[src/rtl/seq_control_unit.sv]
// seq_control_unit: multi-cycle sequencer that fetches one- and two-word
// instructions over a ready/valid program-memory port. It keeps a return-address
// stack for CALL/RET and drives one-cycle ctl_* strobes to the ALU/IO datapath.
module seq_control_unit #(
  parameter int WIDTH       = 16,
  parameter int ADDR_W      = 16,
  parameter int STACK_DEPTH = 8
) (
  input  logic              clk,
  input  logic              reset,
  output logic              prog_mem_req,
  output logic [ADDR_W-1:0] prog_mem_addr,
  input  logic              prog_mem_valid,
  input  logic [WIDTH-1:0]  prog_mem_data,
  output logic [WIDTH-1:0]  arg,
  input  logic              alu_is_zero,
  output logic              ctl_hlt,
  output logic              ctl_arg,
  output logic              ctl_nad,
  output logic              ctl_shl,
  output logic              ctl_shr,
  output logic              ctl_acc,
  output logic              ctl_out,
  output logic              ctl_read,
  output logic              ctl_write,
  output logic              halted,
  output logic              err
);

  // sp must be able to represent a full stack, so it needs one extra count value
  localparam int SP_W  = $clog2(STACK_DEPTH + 1);
  localparam int IDX_W = (STACK_DEPTH > 1) ? $clog2(STACK_DEPTH) : 1;
  localparam logic [SP_W-1:0] SP_FULL = SP_W'(STACK_DEPTH);

  localparam logic [3:0] OP_HLT  = 4'h1;
  localparam logic [3:0] OP_JMP  = 4'hA;
  localparam logic [3:0] OP_JMZ  = 4'hB;
  localparam logic [3:0] OP_CALL = 4'hC;
  localparam logic [3:0] OP_RET  = 4'hD;

  typedef enum logic [1:0] {
    S_FETCH,
    S_FETCH_ARG,
    S_EXEC,
    S_HALT
  } state_t;

  state_t            state;
  logic [ADDR_W-1:0] pc;
  logic [SP_W-1:0]   sp;
  logic [SP_W-1:0]   sp_dec;
  logic [3:0]        inst;
  logic [8:0]        strobes;
  logic [IDX_W-1:0]  push_idx;
  logic [IDX_W-1:0]  pop_idx;
  logic [ADDR_W-1:0] stack [0:(1<<IDX_W)-1];

  // Opcodes whose following word is an argument
  function automatic logic is_two_word(input logic [3:0] op);
    return (op == 4'h2) || (op == 4'h8) || (op == 4'h9) ||
           (op == OP_JMP) || (op == OP_JMZ) || (op == OP_CALL);
  endfunction

  // Strobe vector ordered {hlt, arg, nad, shl, shr, acc, out, read, write}
  function automatic logic [8:0] strobe_of(input logic [3:0] op);
    logic [8:0] s;
    s = '0;
    case (op)
      4'h1:    s = 9'b1_0000_0000;
      4'h2:    s = 9'b0_1000_0000;
      4'h3:    s = 9'b0_0100_0000;
      4'h4:    s = 9'b0_0010_0000;
      4'h5:    s = 9'b0_0001_0000;
      4'h6:    s = 9'b0_0000_1000;
      4'h7:    s = 9'b0_0000_0100;
      4'h8:    s = 9'b0_0000_0010;
      4'h9:    s = 9'b0_0000_0001;
      default: s = '0;
    endcase
    return s;
  endfunction

  assign sp_dec        = sp - SP_W'(1);
  assign push_idx      = sp[IDX_W-1:0];
  assign pop_idx       = sp_dec[IDX_W-1:0];
  assign prog_mem_req  = (state == S_FETCH) || (state == S_FETCH_ARG);
  assign prog_mem_addr = pc;
  assign halted        = (state == S_HALT);

  assign {ctl_hlt, ctl_arg, ctl_nad, ctl_shl, ctl_shr,
          ctl_acc, ctl_out, ctl_read, ctl_write} = strobes;

  // Main sequencer: fetch, optional argument fetch, one execute cycle, or halt
  always_ff @(posedge clk or negedge reset) begin
    if (!reset) begin
      state   <= S_FETCH;
      pc      <= '0;
      sp      <= '0;
      arg     <= '0;
      inst    <= '0;
      err     <= 1'b0;
      strobes <= '0;
    end else begin
      strobes <= '0;
      case (state)
        S_FETCH: begin
          if (prog_mem_valid) begin
            inst <= prog_mem_data[3:0];
            pc   <= pc + ADDR_W'(1);
            if (is_two_word(prog_mem_data[3:0])) begin
              state <= S_FETCH_ARG;
            end else begin
              state   <= S_EXEC;
              strobes <= strobe_of(prog_mem_data[3:0]);
            end
          end
        end
        S_FETCH_ARG: begin
          if (prog_mem_valid) begin
            arg     <= prog_mem_data;
            pc      <= pc + ADDR_W'(1);
            state   <= S_EXEC;
            strobes <= strobe_of(inst);
          end
        end
        S_EXEC: begin
          state <= S_FETCH;
          case (inst)
            OP_HLT: state <= S_HALT;
            OP_JMP: pc <= arg[ADDR_W-1:0];
            OP_JMZ: begin
              if (alu_is_zero) pc <= arg[ADDR_W-1:0];
            end
            OP_CALL: begin
              if (sp == SP_FULL) begin
                err   <= 1'b1;
                state <= S_HALT;
              end else begin
                sp <= sp + SP_W'(1);
                pc <= arg[ADDR_W-1:0];
              end
            end
            OP_RET: begin
              if (sp == '0) begin
                err   <= 1'b1;
                state <= S_HALT;
              end else begin
                sp <= sp_dec;
                pc <= stack[pop_idx];
              end
            end
            4'hE, 4'hF: begin
              err   <= 1'b1;
              state <= S_HALT;
            end
            default: ;
          endcase
        end
        default: state <= S_HALT;
      endcase
    end
  end

  // Return-address push; contents are deliberately left unreset, only sp is cleared
  always_ff @(posedge clk) begin
    if (reset && (state == S_EXEC) && (inst == OP_CALL) && (sp != SP_FULL)) begin
      stack[push_idx] <= pc;
    end
  end

endmodule

[config.mk]
export PLATFORM = sky130hd
export DESIGN_NAME = seq_control_unit
export DESIGN_NICKNAME = d
export VERILOG_FILES = /design/src/rtl/seq_control_unit.sv
export SDC_FILE = /design/constraint.sdc
export NUM_CORES = 1
export LEC_CHECK = 0
export ABC_AREA = 1
export CORE_MARGIN = 10
export CORE_UTILIZATION = 35
export CTS_BUF_LIST = sky130_fd_sc_hd__clkbuf_16
export DETAILED_ROUTE_END_ITERATION = 10
export PLACE_DENSITY = 0.61
export SLEW_MARGIN = 20
export SYNTH_ARGS = -nofsm -noshare
export SYNTH_HDL_FRONTEND = slang
export SYNTH_SLANG_ARGS = --single-unit
[constraint.sdc]
create_clock -name clk -period 5.6 [get_ports clk]
set_clock_uncertainty 0.15 [all_clocks]
set_input_delay 0.84 -clock clk [delete_from_list [all_inputs] [get_ports clk]]
set_output_delay 0.84 -clock clk [all_outputs]
set_load 0.01 [all_outputs]
# Word-level counts from Yosys, hierarchy flattened
# Memories as Yosys holds them, arrays and structs flattened.
# Cells that the tools add are included.
# totals
mem_bits_rw	128
out_inout_bits	44
n_memories	3
register_bits	52
inputBits	20
rom_bits	288
# mem_list
memory	words	word_bits	rd	rd_clocked_by_memory_dff	write_ports	line_no	rtl
(name not given)	16	9	1	0	0	68	case (op)
(name not given)	16	9	1	0	0	68	
stack	8	16	1	0	1	56	logic [ADDR_W-1:0] stack [0:(1<<IDX_W)-1];
# classes
n_mux	25
addsub	3
reduce_logical	23
eq_ne	29
# ops
cell	count
16-bit 2-to-1 mux	4
16-bit case mux with 4 select lines	1
4-bit equality test (second input constant)	12
16-bit case mux with 2 select lines	1
9-bit 2-to-1 mux	3
9-bit case mux with 2 select lines	1
16-bit by 1-bit adder with 16-bit output (second input constant)	1
2-bit != test (second input constant)	6
2-bit case mux with 3 select lines	2
2-bit 2-to-1 mux	5
3-bit != test (second input constant)	3
4-bit 2-to-1 mux	2
4-bit case mux with 2 select lines	1
4-bit AND reduction	2
1-bit logical OR	6
2-bit AND reduction	3
6-bit AND reduction	1
5-bit by 1-bit != test with 1-bit output (second input constant)	1
4-bit by 1-bit adder with 4-bit output (second input constant)	1
2-bit equality test (second input constant)	2
4-bit by 1-bit equality test with 1-bit output (second input constant)	1
4-bit by 2-bit equality test with 1-bit output (second input constant)	1
4-bit logical NOT	1
1-bit 2-to-1 mux	4
other kinds (11)	15

# Longest topological paths before layout
# Gate-level depths: netlist of the first run.
# logic_depth
ltp_word	9
depth_mapped	15

# Worst setup path before layout of the first run
# Ideal clock, no wire load.
# synth_timing
path_kind	flip-flop to flip-flop
startpoint	register sp[0]
endpoint	memory stack[2][0] (enable)
path_buffers	2
period_less_slack_ps	3052
path_slack_ps	2548
stages_incl_launch_ff	10
t_required_ps	5041
arrival_time_ps	2493
cell_sequence	dfrtp_1 -> buf_2 -> inv_2 -> buf_2 -> ha_1 -> nand3_1 -> nand3_1 -> nor2_1 -> nand2_1 -> nor3_1
# synth_via
elab_chain_cells	4
# synth_lines
element	line_no	rtl
start: declaration	50	logic [SP_W-1:0] sp;
start signal: assignment	139	sp <= sp + SP_W'(1);
start signal: assignment	148	sp <= sp_dec;
4-bit != test	166	if (reset && (state == S_EXEC) && (inst == OP_CALL) && (sp != SP_FULL)) begin
1-bit logical AND	166	
1-bit 2-to-1 mux	166	
1-bit 2-to-1 mux (not written as such)	167	stack[push_idx] <= pc;
end: declaration	56	
# Parallel ways exist; a longest one is shown, timed or not.

# Final worst setup path of the first run
# layout_timing
startpoint	register sp[0]
endpoint	register pc[4] (netlist: prog_mem_addr[4])
# layout_via
elab_chain_cells	5
elab_cells_between_ends	10
# layout_lines
element	line_no	rtl
4-bit by 1-bit subtractor with 4-bit output	83	assign sp_dec = sp - SP_W'(1);
memory 8 x 16 bit	-	
16-bit 2-to-1 mux	144	if (sp == '0) begin
16-bit case mux with 4 select lines	128	case (inst)
16-bit case mux with 2 select lines	105	case (state)
end signal: assignment	109	pc <= pc + ADDR_W'(1);
end signal: assignment	130	OP_JMP: pc <= arg[ADDR_W-1:0];
end signal: assignment	132	if (alu_is_zero) pc <= arg[ADDR_W-1:0];
end: declaration	49	logic [ADDR_W-1:0] pc;
# Parallel ways exist; a longest one is shown, timed or not. The select of a mux whose other input is x is not followed.
# A chain may end at the register's enable or synchronous reset.

==> results.sh, run 1 <==
export IMPL_status="complete, no violations"
export IMPL_synthTopCellsByArea="edfxtp_1, dfrtp_1, nand2_1, nand3_1, inv_1"
export IMPL_port_buffer_count=63
export IMPL_vias_per_cell=4.87
export IMPL_arrival_ps=3630
export IMPL_antenna_left=0
export IMPL_dieHeight_um=173
export IMPL_grt_pass1_vias=5947
export IMPL_syn2layout_area_growth_pct=19.0
export IMPL_fin_area_um2=9740
export IMPL_synth_common_cells="nand2_1, edfxtp_1, inv_1"
export IMPL_fmax_mhz=293
export IMPL_drt_iter0_drc=482
export IMPL_ys_seq_area_share_pct=62.8
export IMPL_register_area_um2=5150
export IMPL_ctsHtreeMaxLevel=4
export IMPL_crit_type="reg -> reg"
export IMPL_dr_pass1_iters=6
export IMPL_ctsHoldBuffers=0
export IMPL_cts_sinks=180
export IMPL_final_util_pct=42.6
export IMPL_coreArea_um2=22800
export IMPL_routabilityCongestion=0.835
export IMPL_hold_path_class="reg -> reg"
export IMPL_post_synth_top_area_cell="edfxtp_1"
export IMPL_p_per_area_nw_per_um2=489
export IMPL_initial_core_util_pct=35.8
export IMPL_async_reset_ff_share_pct=28.9
export IMPL_avgRoutedWirePerCell_um=17.1
export IMPL_report_final_hold_viol_count=0
export IMPL_slowest_delay_ps=870
export IMPL_multi_input_area_um2=2530
export IMPL_path_clk_slew_ps=70
export IMPL_worstSkewPairLatency_ps=430
export IMPL_rsz0062_at_grt="false"
export IMPL_yosysTopAreaCellShare_pct=46.9
export IMPL_period_share_pct=61.0
export IMPL_num_rows=55
export IMPL_worst_pin_slew_ps=1120
export IMPL_die_area_um2=29900
export IMPL_dpl_instance_area_um2=9150
export IMPL_slew_headroom_pct=25.3
export IMPL_drive_above_1_share_pct=7.10
export IMPL_n_antenna_cell=0
export IMPL_worst_setup_path_end_kind="register"
export IMPL_synth_seq_cells=180
export IMPL_die_w_um=173
export IMPL_path_cells="buf_4, inv_2, ha_1, buf_4, inv_1, o21ai_0, o21ai_0, nand2_1, nand3_1, nand3_1, nand2_1"
export IMPL_cts_root_buffer="clkbuf_16"
export IMPL_cp_num_buf_inv=4
export IMPL_drt_total_wl_um=21500
export IMPL_tritoncts="yes"
export IMPL_layout_nets=955
export IMPL_setup_violations=0
export IMPL_antenna_found_initial=0
export IMPL_p_leak_nw=4.03
export IMPL_fin_total_pwr_w=0.00477
export IMPL_grt_overflow=0
export IMPL_cts_resized_gates=0
export IMPL_fillCellCount=2255
export IMPL_vdd_drop_max_mv=0.227
export IMPL_min_period_ps=3410
export IMPL_yosysMostFrequentCell="nand2_1"
export IMPL_gr_usage_all_layers_pct=14.5
export IMPL_vias=6123
export IMPL_clk_path_buf_depth=2
export IMPL_cts_buffers=17
export IMPL_grt_pass1_wl_um=34700
export IMPL_critPathMaxFanout=72
export IMPL_grt_start_max_net_pins=73
export IMPL_syn_num_nets=896
export IMPL_maxCapViolCount=0
export IMPL_pin_count=64
export IMPL_crit_family="buffers and inverters"
export IMPL_synth_cell_area_um2=8190
export IMPL_cp_required_ps=5820
export IMPL_fin_tns_setup_ps=0
export IMPL_drc=0
export IMPL_synth_edf_count=128
export IMPL_maxSlewViolCount=0
export IMPL_dp_hpwl_um=14400
export IMPL_critPathLaunchType="register"
export IMPL_syn_inst=872
export IMPL_ys_warn_count=0
export IMPL_post_cts_buffers=0
export IMPL_crit_path_top_delay_cell="inv_1"
export IMPL_postSynthAreaPerCell_um2=9.39
export IMPL_synth_ff_type="edfxtp_1"
export IMPL_synth_cell_types=32
-- worst paths after layout --
check                                   from                            to  slack, ps  cells after the start
max                        sp[0]$_DFFE_PN0P_  prog_mem_addr[4]$_DFFE_PN0P_       2190                     11
max in group asynchronous              reset             sp[0]$_DFFE_PN0P_       4350                      2
min reg2reg                  err$_DFFE_PN0P_               err$_DFFE_PN0P_        360                      1
max reg2reg                sp[0]$_DFFE_PN0P_  prog_mem_addr[4]$_DFFE_PN0P_       2190                     11
min                          err$_DFFE_PN0P_               err$_DFFE_PN0P_        360                      1
min in group asynchronous              reset            arg[6]$_DFFE_PN0P_        440                      2
-- layout make-up --
type	instances	area share, %
repair buffers	75	7.42
inverters	95	3.69
flip-flops and latches	180	52.8
clock inverters	15	1.68
multi-input cells	562	26.0
well taps	313	4.02
clock buffers	17	4.37
-- cells by family (layout without fill, tap and decap cells) --
logic type	after synthesis	after routing	share of synthesized area [%]
simple gates	468	468	23.7
buf+inv	130	202	6.74
flops	180	180	62.8
compound gates	83	83	5.42
fa+ha+maj	4	4	0.611
xor+xnor	7	7	0.749
-- through the flow --
stage                     setup slack (ps)  std cells  hold slack, ps
after floorplan                       2550        872             343
after global placement                1980       1223             322
after detailed placement              2210       1225             324
after CTS                             2190       1257             349
after global routing                  1870       1257             374
final                                 2190       1257             356
-- cells in the final DEF, fill, tap and decap left out, drive strengths merged, types with 4 or more instances in the layout --
master           n
clkdlybuf4s50   62
clkbuf          17
buf             13
ha               4
edfxtp         128
nand2          292
nor3             8
nand3           85
xor2             5
o21ai           59
dfrtp           52
o22ai            5
nor2            80
clkinvlp         5
inv             99
a21oi           15
-- flip-flops by register name, indices dropped and copies added (netlist names) --
name           count
strobes            9
state              2
stack            128
prog_mem_addr     16
sp                 4
arg               16
inst               4
err                1
-- routing by layer --
layer	global-route usage, %	share of wire, %
met5	0	0
met3	4.18	7.5
met1	20.1	47
met2	21.7	44
met4	3.92	1.1
-- report_power, final --
group | switching [W] | internal, W | total [W]
registers | 0.000288 | 0.00167 | 0.00196
logic | 0.00103 | 0.000574 | 0.00160
clock network | 0.000510 | 0.000696 | 0.00121
(Power assumes the default switching activity.)
==> run 2, diff against run 1 <==
==> constraint.sdc (replaced) <==
create_clock -name clk -period 3.36 [get_ports clk]
set_clock_uncertainty 0.15 [all_clocks]
set_input_delay 0.504 -clock clk [delete_from_list [all_inputs] [get_ports clk]]
set_output_delay 0.504 -clock clk [all_outputs]
set_load 0.01 [all_outputs]
==> run 2 against run 1 <==
  * Worst setup slack lost 1600 ps
  * Sequential power grew 67%
  * Clock-buffer cell count grew 1
  * Highest routed layer unchanged
  * Die area is the same
  * Flip-flop and latch count is the same
  * Combinational power grew 71%
  * Critical path type unchanged
  * Worst hold slack lost 280 ps
  * Final cell count grew 0.72%
  * First-iteration DRC count shrank 21%
==> results.sh, run 2 (same netlist as run 1, synthesis figures left out) <==
export IMPL_report_final_hold_viol_count=0
export IMPL_rsz0062_at_grt="false"
export IMPL_syn2layout_area_growth_pct=19.3
export IMPL_final_common_cell="nand2_1"
export IMPL_crit_path_top_delay_cell="ha_1"
export IMPL_fmax_mhz=361
export IMPL_crit_type="reg -> reg"
export IMPL_largest_register="stack"
export IMPL_pin_count=64
export IMPL_grt_pass1_wl_um=33500
export IMPL_path_clk_slew_ps=70
export IMPL_num_rows=55
export IMPL_worstSkewPairLatency_ps=430
export IMPL_die_area_um2=29900
export IMPL_grt_start_max_net_pins=72
export IMPL_clk_path_buf_depth=2
export IMPL_critPathLaunchType="register"
export IMPL_worst_pin_slew_ps=789
export IMPL_arrival_ps=2980
export IMPL_initial_core_util_pct=35.8
export IMPL_status="complete, no violations"
export IMPL_path_cells="inv_1, ha_1, buf_4, o21ai_0, o21ai_0, nand2_1, nand3_1, nand3_1, nand2_1"
export IMPL_n_antenna_cell=0
export IMPL_ctsHoldBuffers=0
export IMPL_ctsHtreeMaxLevel=4
export IMPL_cts_sinks=180
export IMPL_dr_pass1_iters=5
export IMPL_coreArea_um2=22800
export IMPL_cp_num_buf_inv=2
export IMPL_r2r_setup_slack_ps=590
export IMPL_antenna_found_initial=0
export IMPL_vdd_drop_max_mv=0.483
export IMPL_drc=0
export IMPL_p_per_area_nw_per_um2=813
export IMPL_hold_path_class="in -> async"
export IMPL_fin_tns_setup_ps=0
export IMPL_die_w_um=173
export IMPL_final_cell_mix="nand2_1, edfxtp_1, inv_1, nand3_1, nor2_1"
export IMPL_largest_reg_flops=128
export IMPL_port_buffer_count=63
export IMPL_dp_hpwl_um=13800
export IMPL_avgRoutedWirePerCell_um=16.5
export IMPL_critPathMaxFanout=27
export IMPL_cp_required_ps=3570
export IMPL_drt_iter0_drc=381
export IMPL_drive_above_1_share_pct=7.45
export IMPL_drt_total_wl_um=20900
export IMPL_r2r_start="sp[1]$_DFFE_PN0P_"
export IMPL_ff2ff_path_depth=9
export IMPL_cts_root_buffer="clkbuf_16"
export IMPL_antenna_left=0
export IMPL_crit_family="adder cells"
export IMPL_maxSlewViolCount=0
export IMPL_cts_resized_gates=0
export IMPL_grt_pass1_vias=5805
export IMPL_setup_ws_ps=592
export IMPL_period_share_pct=82.4
export IMPL_dieHeight_um=173
export IMPL_grt_overflow=0
export IMPL_worst_setup_path_end_kind="register"
export IMPL_setup_violations=0
export IMPL_dp_slack_ps=657
export IMPL_min_period_ps=2770
export IMPL_routabilityCongestion=0.827
export IMPL_slew_headroom_pct=47.4
export IMPL_final_util_pct=42.8
export IMPL_tritoncts="yes"
export IMPL_slowest_delay_ps=620
export IMPL_gr_usage_all_layers_pct=14.0
export IMPL_fin_total_pwr_w=0.00794
export IMPL_post_cts_buffers=0
export IMPL_cts_buffers=17
export IMPL_p_leak_nw=4.09
export IMPL_vias=6043
export IMPL_layout_nets=964
export IMPL_vias_per_cell=4.77
export IMPL_maxCapViolCount=0
export IMPL_startpoint="sp[1]$_DFFE_PN0P_"
export IMPL_r2r_end="prog_mem_addr[2]$_DFFE_PN0P_"
[run 2: cell types whose count changed in the layout (fill, tap and decap cells not counted), sizes merged]
cell | previous run | this run
bufinv | 3 | 2
clkinvlp | 5 | 2
buf | 13 | 22
inv | 99 | 102
clkbuf | 17 | 18
[run 2: worst max-delay path by stage]
| stage | end | slack (ps) | cells after the start |
|---|---|---|---|
| after floorplan | stack[2][0]$_DFFE_PP_ | 310 | 9 |
| after global placement | stack[3][6]$_DFFE_PP_ | 690 | 8 |
| after detailed placement | stack[3][1]$_DFFE_PP_ | 660 | 8 |
| after CTS | stack[3][7]$_DFFE_PP_ | 640 | 8 |
| after global routing | prog_mem_addr[2]$_DFFE_PN0P_ | 380 | 9 |
| final | prog_mem_addr[2]$_DFFE_PN0P_ | 590 | 9 |
[run 2: report_power, final]
group,internal (W),switching [W]
sequential,0.00279,0.000476
combinational,0.000978,0.00176
clock,0.00112,0.000811
[run 2: area by class of cell]
type	count	area [µm²]
fill	2259	13100
tap	313	392
multi-input combinational	562	2520
timing repair buffer	84	783
clock buffer	18	450
clock inverter	14	121
inverter	95	359
sequential	180	5150
[run 2: routing by layer]
metal	global-route usage (%)	wire length, µm	vias up
li1	-	-	2970
met1	18.7	9770	2879
met2	22.2	9750	176
met3	3.72	1180	18
met4	3.16	244	0
met5	0	0	-
[run 2: stage by stage]
stage	instance area, µm²	instances	hold slack (ps)
2_1_floorplan	8190	872	58.4
3_3_place_gp	9200	1234	288
3_5_place_dp	9200	1234	294
4_1_cts	9770	1266	106
5_1_grt	9770	1266	131
6_report	9770	1266	75.6
[run 2: worst reg2reg max path, stage by stage (launching register included)]
cell,delay [ps]
dfrtp_1,390
inv_1,170
ha_1,620
buf_4,420
o21ai_0,150
o21ai_0,460
nand2_1,120
nand3_1,100
nand3_1,60
nand2_1,70
==> run 3, diff against run 2 <==
--- a/config.mk
+++ b/config.mk
@@ -10,7 +10,7 @@
 export CORE_UTILIZATION = 35
 export CTS_BUF_LIST = sky130_fd_sc_hd__clkbuf_16
 export DETAILED_ROUTE_END_ITERATION = 10
-export PLACE_DENSITY = 0.61
+export PLACE_DENSITY = 0.63
 export SLEW_MARGIN = 20
 export SYNTH_ARGS = -nofsm -noshare
 export SYNTH_HDL_FRONTEND = slang
==> constraint.sdc (replaced) <==
create_clock -name clk -period 2.53 [get_ports clk]
set_clock_uncertainty 0.15 [all_clocks]
set_input_delay 0.3795 -clock clk [delete_from_list [all_inputs] [get_ports clk]]
set_output_delay 0.3795 -clock clk [all_outputs]
set_load 0.01 [all_outputs]
==> run 3 against run 2 <==
  * Worst setup slack got worse by 440 ps
  * First-iteration DRC count grew 41%
  * Final area rose by 2.5%
  * Clock power rose by 38%
  * Critical path type unchanged
  * Clock-buffer cell count is 1 lower
  * Non-clock buffer count rose by 22
  * Flip-flop and latch count unchanged
  * Routed wire length rose by 5.6%
  * Critical path depth decreased by 1
  * Core utilization up 1.1 points
  * Combinational power up 47%
==> results.sh, run 3 (same netlist as run 1, synthesis figures left out) <==
export IMPL_routabilityCongestion=0.858
export IMPL_largest_register="stack"
export IMPL_syn2layout_area_growth_pct=22.2
export IMPL_power_frac_seq_pct=38.4
export IMPL_layout_nets=986
export IMPL_dp_hpwl_um=15100
export IMPL_pin_count=64
export IMPL_hold_path_class="in -> reg"
export IMPL_grt_start_max_net_pins=53
export IMPL_drt_iter0_drc=536
export IMPL_critPathLaunchType="register"
export IMPL_min_period_ps=2380
export IMPL_antenna_left=0
export IMPL_worstSkewPairLatency_ps=450
export IMPL_tritoncts="yes"
export IMPL_post_cts_buffers=0
export IMPL_final_cell_mix="nand2_1, edfxtp_1, inv_1, nand3_1, nor2_1"
export IMPL_status="complete, no violations"
export IMPL_holdWs_ps=308
export IMPL_fmax_mhz=420
export IMPL_arrival_ps=2350
export IMPL_num_rows=55
export IMPL_antenna_found_initial=0
export IMPL_p_switching_w=0.00429
export IMPL_final_common_cell="nand2_1"
export IMPL_drive_above_1_share_pct=10.4
export IMPL_coreArea_um2=22800
export IMPL_period_share_pct=94.1
export IMPL_ctsHoldBuffers=1
export IMPL_n_antenna_cell=0
export IMPL_power_internal_w=0.00654
export IMPL_initial_core_util_pct=35.8
export IMPL_port_buffer_count=63
export IMPL_critPathMaxFanout=13
export IMPL_drc=0
export IMPL_setup_violations=0
export IMPL_slew_headroom_pct=48.5
export IMPL_largest_reg_flops=128
export IMPL_p_per_area_nw_per_um2=1080
export IMPL_vdd_drop_max_mv=0.621
export IMPL_swShare_pct=39.6
export IMPL_drt_total_wl_um=22100
export IMPL_dp_slack_ps=217
export IMPL_clk_path_buf_depth=2
export IMPL_crit_type="reg -> reg"
export IMPL_grt_overflow=0
export IMPL_p_leak_nw=4.22
export IMPL_dieHeight_um=173
export IMPL_vias=6254
export IMPL_cts_root_buffer="clkbuf_16"
export IMPL_combPwrFrac_pct=37.1
export IMPL_path_clk_slew_ps=70
export IMPL_avgRoutedWirePerCell_um=17.2
export IMPL_fin_tns_setup_ps=0
export IMPL_report_final_hold_viol_count=0
export IMPL_maxSlewViolCount=0
export IMPL_setup_ws_ps=150
export IMPL_grt_pass1_wl_um=35400
export IMPL_rsz0062_at_grt="false"
export IMPL_worst_pin_slew_ps=772
export IMPL_final_util_pct=43.8
export IMPL_gr_usage_all_layers_pct=15.0
export IMPL_dr_pass1_iters=5
export IMPL_cts_buffers=17
export IMPL_maxCapViolCount=0
export IMPL_grt_pass1_vias=6272
export IMPL_cts_sinks=180
export IMPL_cts_resized_gates=0
export IMPL_clkPwrFrac_pct=24.5
export IMPL_die_area_um2=29900
export IMPL_ctsHtreeMaxLevel=4
export IMPL_cp_required_ps=2500
export IMPL_worst_setup_path_end_kind="register"
export IMPL_vias_per_cell=4.86
export IMPL_die_w_um=173
[run 3: through the flow]
step | std cells | power (W) | area, µm²
6_report | 1288 | 0.0108 | 10000
5_1_grt | 1288 | 0.0115 | 10000
4_1_cts | 1288 | 0.0109 | 10000
3_5_place_dp | 1255 | 0.00826 | 9400
3_3_place_gp | 1255 | 0.00822 | 9400
2_1_floorplan | 872 | 0.00647 | 8220
[run 3: worst paths after layout]
kind,depth (start not counted),slack (ps),end,from
max,8,150,stack[4][11]$_DFFE_PP_,sp[1]$_DFFE_PN0P_
min,3,310,arg[12]$_DFFE_PN0P_,prog_mem_data[12]
max reg2reg,8,150,stack[4][11]$_DFFE_PP_,sp[1]$_DFFE_PN0P_
min reg2reg,1,310,err$_DFFE_PN0P_,err$_DFFE_PN0P_
max in group asynchronous,3,1210,sp[0]$_DFFE_PN0P_,reset
min in group asynchronous,3,520,arg[14]$_DFFE_PN0P_,reset
[run 3: critical path: stages (launching register included)]
cell	delay [ps]
dfrtp_1	400
inv_1	150
ha_1	240
nand3_1	100
nand3_1	130
nor2_1	220
nand2_1	190
nor2_1	190
buf_4	290
[run 3: layout make-up]
cell class / instances / area [µm²]
fillers: 2220 / 12800
flip-flops and latches: 180 / 5150
multi-input cells: 562 / 2520
repair buffers: 106 / 988
clock buffers: 17 / 425
well taps: 313 / 392
inverters: 95 / 359
clock inverters: 15 / 176
[run 3: power by group through the flow]
stage / Sequential [W] / Clock, W / Combinational, W
6_report: 0.00416 / 0.00266 / 0.00402
5_1_grt: 0.00421 / 0.00282 / 0.00449
4_1_cts: 0.00416 / 0.00269 / 0.00407
3_5_place_dp: 0.00422 / 0 / 0.00403
3_3_place_gp: 0.00422 / 0 / 0.00400
2_1_floorplan: 0.00426 / 0 / 0.00221
[run 3: routing by layer]
metal | global-route usage, % | part of all wire (%)
met5 | 0 | 0
met4 | 5.10 | 1.9
met3 | 3.25 | 5.8
met2 | 25.5 | 50
met1 | 18.3 | 42
